File: src/rtl/counter_pkg.sv
// Shared constants for blocks that instantiate the event/cycle counter.
// No logic here; width default only.
package counter_pkg;

    localparam int unsigned CNT_WIDTH_DEFAULT = 4;

endpackage

File: src/rtl/counter.sv
// Free-running up-counter with enable; count lands on cout one edge after enable is sampled high.
// No backpressure: wraps modulo 2^WIDTH; rst clears asynchronously and beats enable.
module counter
    import counter_pkg::*;
#(
    parameter int unsigned WIDTH = CNT_WIDTH_DEFAULT
) (
    input  logic             clk,
    input  logic             rst,
    input  logic             enable,
    output logic [WIDTH-1:0] cout
);

    logic [WIDTH-1:0] count_q;
    logic [WIDTH-1:0] count_d;

    // Natural overflow of the adder provides the wrap to zero.
    always_comb begin
        count_d = count_q;
        if (enable) begin
            count_d = count_q + WIDTH'(1);
        end
    end

    always_ff @(posedge clk or posedge rst) begin
        if (rst) begin
            count_q <= '0;
        end else begin
            count_q <= count_d;
        end
    end

    assign cout = count_q;

endmodule

File: config.mk
export PLATFORM = sky130hd
export DESIGN_NAME = counter
export DESIGN_NICKNAME = d
export VERILOG_FILES = /design/src/rtl/counter_pkg.sv /design/src/rtl/counter.sv
export SDC_FILE = /design/constraint.sdc
export NUM_CORES = 1
export LEC_CHECK = 0
export CORE_AREA = 10 10 47 49
export CTS_CLUSTER_DIAMETER = 60
export CTS_CLUSTER_SIZE = 30
export DETAILED_ROUTE_END_ITERATION = 10
export DIE_AREA = 0 0 57 59
export HOLD_SLACK_MARGIN = 0.08
export PLACE_DENSITY = 0.33
export REMOVE_ABC_BUFFERS = 1
export SKIP_LAST_GASP = 1
export SLEW_MARGIN = 25
export SYNTH_ARGS = -nofsm -noshare
export SYNTH_HDL_FRONTEND = slang
export SYNTH_SLANG_ARGS = --single-unit
File: constraint.sdc
create_clock -name clk -period 1.8 [get_ports clk]
set_clock_uncertainty 0.2 [all_clocks]
set_input_delay 0.36 -clock clk [delete_from_list [all_inputs] [get_ports clk]]
set_output_delay 0.36 -clock clk [all_outputs]
set_load 0.1 [all_outputs]
=== Word-level counts from Yosys, hierarchy flattened ===
Index checks and enable logic that the tools add are counted.
Widths: inputs -> output; s select.

* Add/subtract/negate cells: 1

{| class="wikitable"
|+ Operators with widths
! cell !! count
|-
| $add 4x1->4 const B || 1
|}

* Register bits: 4
* Output and inout bits: 4

=== Depth between registers and ports, before layout ===
* Depth in word-level cells: 1
* Depth in mapped cells: 3
* Mapped depth without buffers: 3

=== Worst setup path after synthesis ===
Ideal clock, no wire load.

* Kind: register to register
* From: reg count_q[0], in the netlist cout[0]
* To: reg count_q[1], in the netlist cout[1]
* Library setup time: 0.126 ns
* Data arrival time: 1.554 ns
* Data required time: 1.474 ns
* Setup slack: -0.079 ns
* Stages on the path, launching flop included: 3
* Path buffers: 0
* Clock period less this slack: 1.879 ns
* Cells stage by stage: dfrtp_1 -> ha_1 -> mux2_2

* Word-level cells in the longest chain between the ends: 1

{| class="wikitable"
|+ RTL lines
! element !! RTL line !! text
|-
| start: declaration || counter.sv:14 || <nowiki>logic [WIDTH-1:0] count_q;</nowiki>
|-
| start signal: assignment || counter.sv:29 || <nowiki>count_q <= count_d;</nowiki>
|-
| $add 4x1->4 || counter.sv:21 || <nowiki>count_d = count_q + WIDTH'(1);</nowiki>
|}

No other way between the ends.
A chain may end at the register's enable or synchronous reset.

=== Final worst setup path ===
* From: reg count_q[0], in the netlist cout[0]
* To: out cout[0]

{| class="wikitable"
|+ RTL lines
! element !! RTL line !! text
|-
| end: declaration || counter.sv:11 || <nowiki>output logic [WIDTH-1:0] cout</nowiki>
|}

No word-level cell between the ends.

==> impl_metrics.ini <==
[outcome]
status = complete, no violations

[place]
gp_congestion = 0.6190
place_area_um2 = 284.0
dpl.cell_count = 34
io_buffer_count = 6

[detailed_routing]
met3_length_um = 88
dr.pass1.iters = 2
remaining_drc_errors = 0
top_layer = met4
ant_nets = 0
via_per_inst = 3.297
vias = 122
post_drt_wl_per_cell_um = 9.730
drt-total-wl_um = 360
drtIter0Drc = 1
wl_met2_um = 121
wl_met1_um = 147

[finish]
multi_input_comb_area_um2 = 60.06
regArea_um2 = 100.1
stdcell_count = 37
final_layout_size_suffix_gt1_share_pct = 38.10
area_growth_pct = 87.02
design_area_um2 = 306.5
n_antenna_cell = 0
fillers = 163
fin_nets = 27
largest_register_ffs = 4
final_util_pct = 21.88

[floorplanning]
rows = 14
die_y_um = 59
die_w_um = 57
coreArea_mm2 = 0.001401
start_util_pct = 11.70
die-area_mm2 = 0.003363
io_pins = 7

[sta]
post-route-period-util_pct = 80.22
setup_violations = 0
min_period_ps = 1444
clock.fmax_ghz = 0.6926
worst_pin_slew_ps = 210.7
max_slew_margin_pct = 85.96
final_max_slew_viol_count = 0
hold_viol = 0
rsz0062_at_grt = no

[yosys]
netlist_top_cells_area = dfrtp_1, xnor2_1, ha_1
synth_cell_type_count = 8
synth_xor_area_share_pct = 16.03
syn_area_um2 = 163.9
yosysMostFrequentCell = dfrtp_1
synth_top_family_by_area = XOR/XNOR gates
avgSynthCellArea_um2 = 13.66
yosys.area_share.simple_pct = 6.107
synthArstFlopShare_pct = 100.0
synth_cells = 12
synth_ff_type = dfrtp_1
synth_edf_count = 0
synth_fa_ha_area_share_pct = 7.634
synth_top_area_share_pct = 61.07
synth_compound_area_share_pct = 0
synth_commonest_cells = dfrtp_1, xnor2_1
synth_mux_area_share_pct = 6.870
yosysTopAreaCell = dfrtp_1
ys_ff_latch = 4
ys_seq_area_share_pct = 61.07
synth_warnings = 0

[cts]
cts_tree = yes
clock-root-buffer = clkbuf_4
cts.repair.resized = 0
cts.path.max_buffers = 2
clk_latency_ps = 230
clock_sinks = 4
cts_buffers = 3
post-cts-setup-buffers = 0
hold_buffers = 0
htreeDepth = 1
clk_pin_slew_ps = 40

[worst_setup_path]
end_kind = output pin
path_buf_inv = 1
cp_top_family = flip-flops
worstPathCellList = buf_12
critPathKind = flip-flop to output pin
cp.depth = 1
crit_required_ps = 1240
crit_path_max_fanout = 4
r2r_cells = 2
cp_slowest_cell = dfrtp_1
slowest_delay_ps = 440
timing.rr.end = cout[1]
r2r-start = cout[0]
critPathArrivalTime_ps = 880
crit_path_start_kind = flip-flop
rrSetupSlack_ps = 480

[global_route]
grt.total_usage_pct = 2.599
grt_max_degree = 5
grt_pass1_vias = 128
antenna_found_initial = 0
grt_pass1_wl_um = 565
grt_overflow_total = 0

[min_path]
hp-class = input pin to async pin

[run]
drv_cap = 0
==> through the flow <==
stage / hold slack (ps) / TNS, ps / worst slack, ps
2_1_floorplan: -73.92 / -79.17 / -79.17
3_3_place_gp: 320.7 / 0 / 233.8
3_5_place_dp: 332.9 / 0 / 215.7
4_1_cts: 115.3 / 0 / 339.6
5_1_grt: 145.5 / 0 / 314.2
6_report: 116.5 / 0 / 356.1
==> kinds of logic after synthesis <==
group | count (synthesis)
buffers and inverters | 1
flip-flops | 4
multiplexers | 1
adder cells (fa/ha/maj) | 1
XOR/XNOR | 3
AND/OR/NAND/NOR | 2
==> placed cells by master, fill, tap and decap left out <==
cell | Yosys | routed
buf_12 | 0 | 4
nand2_1 | 1 | 1
mux2_2 | 1 | 1
clkdlybuf4s50_1 | 0 | 2
dfrtp_1 | 4 | 4
ha_1 | 1 | 1
inv_1 | 1 | 1
clkbuf_4 | 0 | 3
nand4_1 | 1 | 1
xnor2_1 | 2 | 2
xor2_1 | 1 | 1
==> cell type report <==
class	instances	share of cell area, %
sequential	4	32.65
timing repair buffer	6	32.65
multi-input combinational	7	19.59
clock buffer	3	7.347
tap	16	6.531
inverter	1	1.224
==> worst max-delay path by stage <==
stage,startpoint,end,slack [ps]
after floorplan,cout[0],cout[1],-80
after global placement,enable,cout[1],230
after detailed placement,enable,cout[1],220
after CTS,cout[0],cout[0],340
after global routing,cout[0],cout[0],310
final,cout[0],cout[0],360
==> per-layer routing <==
| layer | vias up | track usage (%) |
|---|---|---|
| met1 | 54 | 2.389 |
| met4 | 0 | 1.007 |
| met2 | 9 | 2.016 |
| met3 | 2 | 5.150 |
| met5 | - | 0 |
| li1 | 57 | - |
Power is not shown: default switching activity piles up to over one toggle a cycle in this logic, so the estimate is an artifact.
